File: config.mk
export PLATFORM = sky130hd
export DESIGN_NAME = row_scan_decoder
export DESIGN_NICKNAME = d
export VERILOG_FILES = /design/src/rtl/decoder_pkg.sv /design/src/rtl/onehot_decoder.sv /design/src/rtl/row_scan_decoder.sv
export SDC_FILE = /design/constraint.sdc
export NUM_CORES = 1
export LEC_CHECK = 0
export CAP_MARGIN = 20
export CORE_MARGIN = 3
export CORE_UTILIZATION = 40
export CTS_CLUSTER_DIAMETER = 50
export CTS_CLUSTER_SIZE = 25
export DETAILED_ROUTE_END_ITERATION = 10
export GPL_ROUTABILITY_DRIVEN = 1
export PLACE_DENSITY = 0.73
export SYNTH_ARGS = -nofsm -noshare
export SYNTH_HDL_FRONTEND = slang
export SYNTH_HIERARCHICAL = 1
export SYNTH_SLANG_ARGS = --single-unit
File: constraint.sdc
create_clock -name clk -period 1.7 [get_ports clk]
set_input_delay 0.51 -clock clk [delete_from_list [all_inputs] [get_ports clk]]
set_output_delay 0.51 -clock clk [all_outputs]
set_load 0.005 [all_outputs]
File: src/rtl/decoder_pkg.sv
// Shared types and constants for the row scan decoder.
package decoder_pkg;

   // Controller states
   typedef enum logic [1:0] {
      ST_IDLE       = 2'd0,
      ST_DIRECT     = 2'd1,
      ST_SCAN_BLANK = 2'd2,
      ST_SCAN_ON    = 2'd3
   } state_e;

   // Encoding of the mode input
   localparam logic MODE_DIRECT = 1'b0;
   localparam logic MODE_SCAN   = 1'b1;

   // Largest of three values
   function automatic int unsigned max3(input int unsigned a,
                                        input int unsigned b,
                                        input int unsigned c);
      int unsigned m;
      m = (a > b) ? a : b;
      return (m > c) ? m : c;
   endfunction

   // Width of the shared dwell/blank counter; never below one bit
   function automatic int unsigned cnt_width(input int unsigned dwell,
                                             input int unsigned blank);
      return $clog2(max3(dwell, blank, 2));
   endfunction

endpackage

File: src/rtl/onehot_decoder.sv
// Combinational index to one-hot conversion.
module onehot_decoder #(
   parameter int SEL_WIDTH = 2
) (
   input  logic [SEL_WIDTH-1:0]    sel,
   output logic [2**SEL_WIDTH-1:0] onehot
);

   // Set exactly the bit addressed by sel
   always_comb begin
      // NOTE: give every combinational output a default first so no path leaves it unassigned (no latch).
      onehot      = '0;
      onehot[sel] = 1'b1;
   end

endmodule

File: src/rtl/row_scan_decoder.sv
// Row line decoder with host-selected (DIRECT) and auto-sequenced (SCAN) modes.
// Every output comes straight from a flop; next values are computed one cycle ahead.
module row_scan_decoder
   import decoder_pkg::*;
#(
   parameter int SEL_WIDTH    = 2,
   parameter int DWELL_CYCLES = 4,
   parameter int BLANK_CYCLES = 1
) (
   input  logic                    clk,
   input  logic                    reset,
   input  logic                    enable,
   input  logic                    mode,
   input  logic [SEL_WIDTH-1:0]    sel_in,
   input  logic                    sel_valid,
   output logic                    sel_ready,
   output logic [2**SEL_WIDTH-1:0] line_out,
   output logic [SEL_WIDTH-1:0]    cur_sel,
   output logic                    frame_done,
   output logic                    busy
);

   localparam int NUM_LINES = 2**SEL_WIDTH;
   localparam int CNT_W     = cnt_width(DWELL_CYCLES, BLANK_CYCLES);
   localparam bit HAS_BLANK = (BLANK_CYCLES > 0);

   localparam logic [CNT_W-1:0]     DWELL_LAST = CNT_W'(DWELL_CYCLES - 1);
   localparam logic [CNT_W-1:0]     BLANK_LAST = CNT_W'(HAS_BLANK ? BLANK_CYCLES - 1 : 0);
   localparam logic [SEL_WIDTH-1:0] SEL_LAST   = SEL_WIDTH'(NUM_LINES - 1);

   // First state of every line slot in scan mode
   localparam state_e SLOT_ENTRY = HAS_BLANK ? ST_SCAN_BLANK : ST_SCAN_ON;

   state_e                 state_q,      state_d;
   logic [CNT_W-1:0]       cnt_q,        cnt_d;
   logic [SEL_WIDTH-1:0]   cur_sel_q,    cur_sel_d;
   logic [NUM_LINES-1:0]   line_q,       line_d;
   logic                   frame_done_q, frame_done_d;
   logic                   busy_q,       busy_d;
   logic                   sel_ready_q,  sel_ready_d;

   logic                   transfer;
   logic                   scan_start;
   logic [NUM_LINES-1:0]   next_onehot;

   // Next state, counter and line index
   always_comb begin
      state_d    = state_q;
      cnt_d      = cnt_q;
      cur_sel_d  = cur_sel_q;
      transfer   = 1'b0;
      scan_start = 1'b0;

      if (!enable) begin
         // Dropping enable aborts whatever is running; the index is kept.
         state_d = ST_IDLE;
         cnt_d   = '0;
      end else begin
         unique case (state_q)
            ST_IDLE: begin
               if (mode == MODE_SCAN) scan_start = 1'b1;
               else                   state_d    = ST_DIRECT;
            end

            ST_DIRECT: begin
               // A switch to scan wins over a simultaneous host transfer.
               if (mode == MODE_SCAN) begin
                  scan_start = 1'b1;
               end else if (sel_valid && sel_ready_q) begin
                  transfer  = 1'b1;
                  cur_sel_d = sel_in;
               end
            end

            ST_SCAN_BLANK: begin
               if (cnt_q == BLANK_LAST) begin
                  state_d = ST_SCAN_ON;
                  cnt_d   = '0;
               end else begin
                  cnt_d = cnt_q + 1'b1;
               end
            end

            ST_SCAN_ON: begin
               if (cnt_q == DWELL_LAST) begin
                  cnt_d = '0;
                  if (cur_sel_q != SEL_LAST) begin
                     cur_sel_d = cur_sel_q + 1'b1;
                     state_d   = SLOT_ENTRY;
                  end else begin
                     // End of frame: the only point where scan returns to direct mode.
                     cur_sel_d = '0;
                     state_d   = (mode == MODE_SCAN) ? SLOT_ENTRY : ST_DIRECT;
                  end
               end else begin
                  cnt_d = cnt_q + 1'b1;
               end
            end

            default: state_d = ST_IDLE;
         endcase

         if (scan_start) begin
            state_d   = SLOT_ENTRY;
            cur_sel_d = '0;
            cnt_d     = '0;
         end
      end
   end

   // Decode the index that will be current next cycle
   onehot_decoder #(
      .SEL_WIDTH (SEL_WIDTH)
   ) u_onehot (
      .sel    (cur_sel_d),
      .onehot (next_onehot)
   );

   // Next registered outputs, derived from the next state
   always_comb begin
      unique case (state_d)
         ST_SCAN_ON: line_d = next_onehot;
         // Lines stay dark on entry to direct mode until the first transfer.
         ST_DIRECT:  line_d = transfer ? next_onehot
                                       : ((state_q == ST_DIRECT) ? line_q : '0);
         default:    line_d = '0;
      endcase

      // Raised one cycle early so the flop shows it during the final dwell cycle.
      frame_done_d = (state_d == ST_SCAN_ON) && (cnt_d == DWELL_LAST) &&
                     (cur_sel_d == SEL_LAST);
      busy_d       = (state_d == ST_SCAN_BLANK) || (state_d == ST_SCAN_ON);
      sel_ready_d  = (state_d == ST_DIRECT);
   end

   // State and output registers, cleared asynchronously
   always_ff @(posedge clk or posedge reset) begin
      if (reset) begin
         state_q      <= ST_IDLE;
         cnt_q        <= '0;
         cur_sel_q    <= '0;
         line_q       <= '0;
         frame_done_q <= 1'b0;
         busy_q       <= 1'b0;
         sel_ready_q  <= 1'b0;
      end else begin
         // NOTE: non-blocking assignments so every flop samples pre-edge values.
         state_q      <= state_d;
         cnt_q        <= cnt_d;
         cur_sel_q    <= cur_sel_d;
         line_q       <= line_d;
         frame_done_q <= frame_done_d;
         busy_q       <= busy_d;
         sel_ready_q  <= sel_ready_d;
      end
   end

   assign line_out   = line_q;
   assign cur_sel    = cur_sel_q;
   assign frame_done = frame_done_q;
   assign busy       = busy_q;
   assign sel_ready  = sel_ready_q;

endmodule

## Word-level counts from Yosys, hierarchy flattened

Cells that the tools add are included.

- Add/subtract/negate cells: 2
- Multiply operators: 0
- Div/mod/pow operators: 0
- Magnitude comparators: 2
- Eq/ne operators: 11
- Shift-type cells: 0
- Multiplexer cells: 32
- Bitwise logic cells: 0
- Reductions and logical operators: 8

Operators by type and width:

| operator | count |
|---|---|
| 2-bit 2-to-1 mux | 17 |
| 2-bit == test (second input constant) | 7 |
| 1-bit 2-to-1 mux | 8 |
| 4-bit 2-to-1 mux | 2 |
| 2-bit case mux with 2 select lines | 2 |
| 4-bit case mux with 2 select lines | 1 |
| 2-bit case mux with 3 select lines | 1 |
| 2-bit by 1-bit adder with 2-bit output (second input constant) | 2 |
| 2-bit by 1-bit == test with 1-bit output (second input constant) | 2 |
| 1-bit logical AND | 4 |
| 2-bit logical NOT | 2 |
| 2-bit by 3-bit < comparator with 1-bit output (second input constant) | 1 |
| 3-bit != test (second input constant) | 1 |
| 1-bit demux with 2-bit select | 1 |
| 2-bit by 1-bit greater-or-equal comparator with 1-bit output (second input constant) | 1 |
| 2-bit != test (second input constant) | 1 |
| 2-bit OR reduction | 1 |
| 1-bit logical OR | 1 |

- Flip-flop bits (word level): 13
- Bits in latches: 0
- Bits in writable memories: 0
- Memory bits (read-only): 0
- Input port bits: 7
- Output and inout port bits: 9
- Logic and storage cells: 62
- Memories: 0

## Depth between registers and ports, before layout

Gate-level depths: netlist of the first run.

- Depth after elaboration: 12
- Gate-level depth with buffers: 8
- Gate-level depth less buffers: 8

## Hierarchy

Netlist of the first run, hierarchy kept.

Modules (own cells, without submodules):

| module | instances | cells each | area each (µm²) | seq. area each (µm²) |
|---|---|---|---|---|
| row_scan_decoder | 1 | 79 | 774.5 | 325.3 |
| onehot_decoder | 1 | 4 | 26.3 | 0.0 |

## Worst setup path after synthesis of the first run

No wires, ideal clock.

- Kind: register to register
- From: register cnt_q[1]
- To: register line_q[1] (netlist: line_out[1])
- Library setup time: 138 ps
- Arrival: 1516 ps
- Required time: 1562 ps
- Slack: 46 ps
- Cell stages (with the launch flop): 9
- Buffers on the path: 0
- Period minus slack after synthesis: 1654 ps
- Path through: dfrtp_1 > ha_1 > inv_1 > o31a_1 > o32ai_1 > inv_1 > and2b_2 > nand2b_1 > a21oi_1

- Word-level cells in the longest chain between the ends: 11
- Elaborated cells between the ends (all ways): 21
- Classes of those cells: order compare (2); eq/ne (4); mux (13); reduce/logical (2)

Ends and longest elaborated chain:

| what | line | source |
|---|---|---|
| start: declaration | row_scan_decoder.sv:35 | `logic [CNT_W-1:0] cnt_q, cnt_d;` |
| start signal: assignment | row_scan_decoder.sv:149 | `cnt_q <= cnt_d;` |
| 2-bit == test * | row_scan_decoder.sv:85 | `if (cnt_q == DWELL_LAST) begin` |
| 2-bit 2-to-1 mux * | row_scan_decoder.sv:85 |  |
| 2-bit case mux with 2 select lines * | row_scan_decoder.sv:59 | `unique case (state_q)` |
| 2-bit 2-to-1 mux * | row_scan_decoder.sv:103 | `if (scan_start) begin` |
| 2-bit 2-to-1 mux * | row_scan_decoder.sv:54 | `if (!enable) begin` |
| named net cur_sel_d[0] | row_scan_decoder.sv:36 | `logic [SEL_WIDTH-1:0] cur_sel_q, cur_sel_d;` |
| 2-bit by 3-bit < comparator with 1-bit output (implied by the code) or 2-bit by 1-bit greater-or-equal comparator with 1-bit output (tied branches) | onehot_decoder.sv:13 | `onehot[sel] = 1'b1;` |
| 1-bit logical AND (implied by the code) | onehot_decoder.sv:13 |  |
| 1-bit 2-to-1 mux (implied by the code) | onehot_decoder.sv:13 |  |
| 1-bit demux with 2-bit select * | -- |  |
| named net next_onehot[1] | row_scan_decoder.sv:44 | `logic [NUM_LINES-1:0] next_onehot;` |
| 4-bit 2-to-1 mux | row_scan_decoder.sv:124 | `ST_DIRECT: line_d = transfer ? next_onehot` |
| 4-bit case mux with 2 select lines * | row_scan_decoder.sv:121 | `unique case (state_d)` |
| end signal: assignment | row_scan_decoder.sv:151 | `line_q <= line_d;` |
| end: declaration | row_scan_decoder.sv:37 | `logic [NUM_LINES-1:0] line_q, line_d;` |

Mark *: on every way through the listed nets, which the timed path passes. The rest lies on a longest branch.
A chain may end at the register's enable or synchronous reset.

## Worst setup path in the final report of the first run

- From: input port mode
- To: register line_q[1] (netlist: line_out[1])

- Word-level cells in the longest chain between the ends: 11
- Elaborated cells between the ends (all ways): 27
- Classes of those cells: order compare (2); eq/ne (3); mux (21); reduce/logical (1)

Ends and longest elaborated chain:

| what | line | source |
|---|---|---|
| start: declaration | row_scan_decoder.sv:13 | `input logic mode,` |
| 1-bit 2-to-1 mux | row_scan_decoder.sv:61, row_scan_decoder.sv:67 |  |
| 1-bit 2-to-1 mux | -- |  |
| 1-bit 2-to-1 mux | row_scan_decoder.sv:54 |  |
| 2-bit 2-to-1 mux * | row_scan_decoder.sv:103 |  |
| 2-bit 2-to-1 mux * | row_scan_decoder.sv:54 |  |
| named net cur_sel_d[1] | row_scan_decoder.sv:36 |  |
| 2-bit by 3-bit < comparator with 1-bit output (implied by the code) or 2-bit by 1-bit greater-or-equal comparator with 1-bit output (tied branches) | onehot_decoder.sv:13 |  |
| 1-bit logical AND (implied by the code) | onehot_decoder.sv:13 |  |
| 1-bit 2-to-1 mux (implied by the code) | onehot_decoder.sv:13 |  |
| 1-bit demux with 2-bit select * | -- |  |
| named net next_onehot[1] | row_scan_decoder.sv:44 |  |
| 4-bit 2-to-1 mux | row_scan_decoder.sv:124 |  |
| 4-bit case mux with 2 select lines * | row_scan_decoder.sv:121 |  |

Mark *: on every way through the listed nets, which the timed path passes. The rest lies on a longest branch. The select of a mux whose other input is x is not followed.

==> flow_summary.yaml, run 1 <==
run_status:
  status: "finished with violations"
  violations: "setup timing"
critical_path:
  crit_family: "simple AND/OR/NAND/NOR gates"
  r2r_slack_ps: 10
  crit_type: "in -> reg"
  worst_path_max_delay_cell: "a221oi_2"
  end_kind: "register"
  cp_max_fo: 5
  cp-start-kind: "input pin"
  critPathMaxStageDelay_ps: 280
  path_cells: "dlygate4sd2_1 -> nand3b_1 -> a221oi_2 -> o2bb2ai_2 -> inv_2 -> and2b_2 -> nand2b_1 -> a21oi_2"
  cp.arrival_ps: 1840
  cp.required_ps: 1830
  crit_buf_inv: 2
final_layout:
  area.growth.synth_to_final_pct: 51.9
  fin_util: 0.675
  multi_input_area_um2: 465
  antennaDiodeCount: 0
  layoutNonFillerInstCount: 148
  drive_above_1_share: 0.366
  final-seq-area_um2: 328
  fillers: 150
  nNetsFinal: 135
cts:
  clock_sinks: 13
  clock_latency_ps: 270
  cts_tree: "done"
  htreeDepth: 1
  root_buffer: "clkbuf_4"
  clk_pin_slew_worst_paths_ps: 70
  postCtsHoldBufs: 0
  cts_buffer_depth: 2
  cts_buffers: 3
sta:
  hold_ws_ps: 540
  setup_violations: 1
  setup_tns_ps: -4.83
  worst_slew_pin_slew_ps: 564
  slew_violations: 0
  skew_ps: 2.60
  fin_crit_sh: 1.00
  setup_slack_ps: -4.83
  slew_headroom: 0.624
  hold_viol: 0
  rsz0062_at_grt: "yes"
  fmax_mhz: 587
  fin_crit_ps: 1700
placed_design:
  dp.cells: 141
  place_ws_ps: -557
  port_buffers: 15
  place_hpwl_mm: 1.49
  place.gp.congestion: 0.890
power:
  switching_share: 0.279
  p_int_uw: 530
  vdd_drop_max_v: 0.000491
  seqPwrFrac: 0.469
  power_switching_uw: 206
  p_leak_nw: 0.587
  clkPwrFrac: 0.247
  combPwrFrac: 0.285
  p_per_area_nw_per_um2: 605
drt:
  viasPerCell: 5.07
  drtIter0Drc: 13
  wl_per_cell_um: 13.8
  drcViolationCount: 0
  detail-route-antenna-nets: 0
  vias: 751
  dr.pass1.iters: 4
  routed_wl_mm: 2.05
run:
  cap_violations: 0
global_routing:
  grt_pass1_vias: 750
  grt.overflow.total: 0
  grt_usage: 0.170
  antenna_found_initial: 0
  grt_pass1_wl_mm: 3.29
  grt_start_max_net_pins: 14
die:
  core-area_um2: 1800
  dieArea_um2: 2570
  rows: 15
  ios: 16
  die_w_um: 50.7
  fp.dieH_um: 50.7
  start_util: 0.444
synth:
  yosysTopAreaCell: "dfrtp_1"
  synth.area.mux_share: 0.0125
  synth_top_area_frac: 0.406
  synth_xor_area_frac: 0
  ys_seq_area_frac: 0.406
  synth_seq_cells: 13
  synthSimpleGateAreaFrac: 0.256
  synth_cell_type_count: 32
  syn-num-nets: 94
  syn_avg_cell_area_um2: 9.65
  syn-cell-area_um2: 801
  yosys.area_share.adder: 0.0625
  ys_top_cells_by_area: "dfrtp_1, ha_1, nand2b_1"
  synth_top_family_by_area: "simple AND/OR/NAND/NOR gates"
  ys_warn_count: 6
  synth-compound-area-share: 0.191
  syn_inst: 83
min_path:
  worstHoldPathType: "in -> async"
## worst reg2reg max path, delay by kind of cell, from the launching register on
family / cells / cell delay (ps)
AOI/OAI and AO/OA: 3 / 340
buffers and inverters: 2 / 240
DFF: 1 / 390
and+or+nand+nor: 3 / 390
adders and majority gates: 1 / 210
## flip-flops by register name (all words and copies together), names as in the netlist
register    cells
cnt_q           2
frame_done      1
state_q         2
cur_sel         2
sel_ready       1
busy            1
line_out        4
## through the flow
step	total power [mW]	cell area [µm²]
after floorplan	0.439	801
after global placement	0.542	1120
after detailed placement	0.544	1120
after CTS	0.734	1170
after global routing	0.784	1220
final	0.736	1220
## kinds of logic after synthesis
| group | Yosys count |
|---|---|
| compound gates | 18 |
| fa+ha+maj | 4 |
| buf+inv | 13 |
| flops | 13 |
| mux | 1 |
| simple gates | 34 |
## final timing paths
path	startpoint	cells after the start	end
min in group clk	line_out[2]	2	line_out[2]
worst max-delay path	mode	8	line_out[1]
worst max register to register	cnt_q[1]	9	line_out[1]
worst min register to register	line_out[2]	2	line_out[2]
worst min-delay path	reset	2	cur_sel[0]
max in group asynchronous	reset	2	state_q[0]
## layer usage
layer  up-vias  GRT usage  part of all wire
met5         -          0                 0
met4         0     0.0673             0.012
met3         4     0.0237             0.034
met2        15      0.315              0.50
met1       360      0.194              0.45
li1        372          -                 -
## layout make-up
type                            count  share of cell area
Clock buffer                        4              0.0216
Inverter                           11              0.0340
Multi-Input combinational cell     57               0.383
Sequential cell                    13               0.270
Tap cell                           25              0.0257
Timing Repair Buffer               38               0.266
## cell usage in the layout (no fill, tap or decap), drive strengths merged
cell,netlist,final
or2,1,1
clkdlybuf4s50,0,7
clkbuf,0,4
nor4,1,1
dfrtp,13,13
nand2,2,2
inv,11,11
and2b,2,2
nand3,6,6
o21ai,1,1
and2,2,2
ha,4,4
a311o,1,1
nor2b,1,1
o211ai,1,1
o2111a,1,1
a31oi,2,2
nand4b,2,2
dlygate4sd2,0,6
nand3b,3,3
a211oi,1,1
a221oi,2,2
dlymetal6s2s,0,2
mux2i,1,1
a21oi,5,5
o21bai,1,1
nand2b,7,7
o31a,1,1
o32ai,1,1
nor2,7,7
o2bb2ai,1,1
buf,2,23
## cell usage after synthesis, drive strengths merged
cell	count
dfrtp	13
o32ai	1
a221oi	2
mux2i	1
o211ai	1
o2111a	1
o21ai	1
nor2	7
o21bai	1
nand2	2
nand3	6
inv	11
nand2b	7
and2b	2
buf	2
nand4b	2
and2	2
o2bb2ai	1
nor4	1
a31oi	2
nand3b	3
a21oi	5
a211oi	1
a311o	1
or2	1
nor2b	1
o31a	1
ha	4
## repair_timing
action / 4_1_cts / 5_1_grt
setup endpoints to repair: 10 / 7
pin swaps: 6 / 10
setup buffers: 1 / 2
resized for setup: 15 / 8
## power groups by stage
stage          Sequential [mW]  Combinational, mW  Clock, mW
4_1_cts                  0.343              0.201      0.190
6_report                 0.345              0.210      0.181
5_1_grt                  0.347              0.229      0.208
2_1_floorplan            0.348             0.0907          0
3_5_place_dp             0.349              0.194          0
3_3_place_gp             0.350              0.192          0
(Power assumes the default switching activity.)
==> run 2, diff against run 1 <==
PLACE_DENSITY = unset   (was 0.73)
PLACE_DENSITY_LB_ADDON = 0.05   (was unset)
==> run 2 against run 1 <==
Effect of this change:
- the run now ends clean
- count of clock-buffer cells in the layout unchanged
- utilization up 0.69 points
- register-to-register slack about the same
- critical path type is now reg -> reg
==> flow_summary.yaml, run 2 (same netlist as run 1, synthesis figures left out) <==
cts:
  htreeDepth: 1
  postCtsHoldBufs: 0
  root_buffer: "clkbuf_4"
  cts_buffer_depth: 2
  clk_pin_slew_worst_paths_ps: 70
  clock_latency_ps: 260
  clock_sinks: 13
  cts_buffers: 3
  cts_tree: "done"
drt:
  dr.pass1.iters: 4
  drcViolationCount: 0
  wl_per_cell_um: 13.0
  detail-route-antenna-nets: 0
  routed_wl_mm: 1.95
  vias: 744
  drtIter0Drc: 8
  viasPerCell: 4.96
power:
  combPwrFrac: 0.300
  p_leak_nw: 0.568
  vdd_drop_max_v: 0.000593
  clkPwrFrac: 0.241
  power_switching_uw: 206
  switching_share: 0.276
  p_int_uw: 542
  seqPwrFrac: 0.459
  p_per_area_nw_per_um2: 609
critical_path:
  cp.required_ps: 1890
  cp.arrival_ps: 1890
  critical_path.reg2reg.startpoint: "cur_sel[1]"
  path_cells: "ha_2 -> nand3b_1 -> a211oi_2 -> o32ai_4 -> inv_2 -> and2_2 -> nand2b_1 -> a21oi_1"
  end_kind: "register"
  cp-start-kind: "register"
  critPathLaunch: "cur_sel[1]"
  crit_family: "compound AO/OA/AOI/OAI gates"
  crit_type: "reg -> reg"
  critPathMaxStageDelay_ps: 390
  worst_path_max_delay_cell: "dfrtp_1"
  crit_buf_inv: 1
  cp_max_fo: 5
final_layout:
  area.growth.synth_to_final_pct: 53.4
  largest_reg_flops: 4
  final_common_cell: "buf_4"
  antennaDiodeCount: 0
  drive_above_1_share: 0.376
  nNetsFinal: 137
  most-common-layout-cells: "buf_4, dfrtp_1, inv_1, clkdlybuf4s50_1"
  stdcell_area_um2: 1230
min_path:
  min_from: "line_out[3]"
  worstHoldPathType: "reg -> reg"
sta:
  setup_violations: 0
  skew_ps: 3.13
  fin_crit_ps: 1700
  hold_viol: 0
  rsz0062_at_grt: "yes"
  fin_crit_sh: 0.997
  hold_ws_ps: 543
  fmax_mhz: 590
  slew_headroom: 0.686
  slew_violations: 0
  worst_slew_pin_slew_ps: 471
run:
  cap_violations: 0
global_routing:
  grt_usage: 0.173
  grt_pass1_wl_mm: 3.36
  grt.overflow.total: 0
  grt_pass1_vias: 742
  antenna_found_initial: 0
  grt_start_max_net_pins: 14
die:
  dieArea_um2: 2570
  core-area_um2: 1800
  ios: 16
  fp.dieH_um: 50.7
  rows: 15
  die_w_um: 50.7
  start_util: 0.444
run_status:
  status: "finished clean"
placed_design:
  port_buffers: 15
  place_hpwl_mm: 1.51
  place.gp.congestion: 0.867
  post_dp_cell_area_um2: 1130
run 2: worst min-delay path, stage by stage (launching register included):
cell,delay [ps]
dfrtp_1,380
nand3_1,70
a21oi_1,60
run 2: path summary, 6_finish.rpt:
kind,endpoint,slack [ps],cells after the start
min in group asynchronous,line_out[2],560,2
hold reg to reg,line_out[3],540,2
setup / recovery,line_out[3],5,8
max in group asynchronous,state_q[1],800,2
setup reg to reg,line_out[3],5,8
hold / removal,line_out[3],540,2
run 2: power by group through the flow:
stage / combinational [mW] / sequential [mW] / clock, mW
after detailed placement: 0.201 / 0.348 / 0
after CTS: 0.212 / 0.342 / 0.189
after global placement: 0.199 / 0.348 / 0
after floorplan: 0.0907 / 0.348 / 0
final: 0.224 / 0.343 / 0.180
after global routing: 0.248 / 0.346 / 0.201
run 2: area by class of cell:
class | instances | area (µm²)
Inverter | 11 | 41.3
Fill cell | 155 | 573
Multi-Input combinational cell | 57 | 473
Timing Repair Buffer | 40 | 330
Tap cell | 25 | 31.3
Sequential cell | 13 | 327
Clock buffer | 4 | 26.3
run 2: metrics by stage:
| stage | std cells | setup TNS [ps] | power [mW] | worst slack [ps] | util |
|---|---|---|---|---|---|
| after floorplan | 83 | 0 | 0.439 | 45.9 | - |
| after global placement | 143 | -3470 | 0.548 | -513 | 0.628 |
| after detailed placement | 143 | -3660 | 0.549 | -543 | 0.628 |
| after CTS | 148 | 0 | 0.742 | 3.76 | 0.663 |
| after global routing | 150 | -220 | 0.795 | -69.3 | 0.682 |
| final | 150 | 0 | 0.748 | 4.56 | 0.682 |
run 2: repair_timing:
item                                    4_1_cts  5_1_grt
setup buffers                                 1        2
endpoints found under the setup margin       10        5
pin swaps                                     6        9
gates resized for setup                      15        8
run 2: layer usage:
layer,vias to the layer above,track usage,part of all wire
li1,375,-,-
met1,353,0.213,0.45
met2,14,0.293,0.50
met3,2,0.0297,0.040
met4,0,0.0807,0.0082
met5,-,0,0
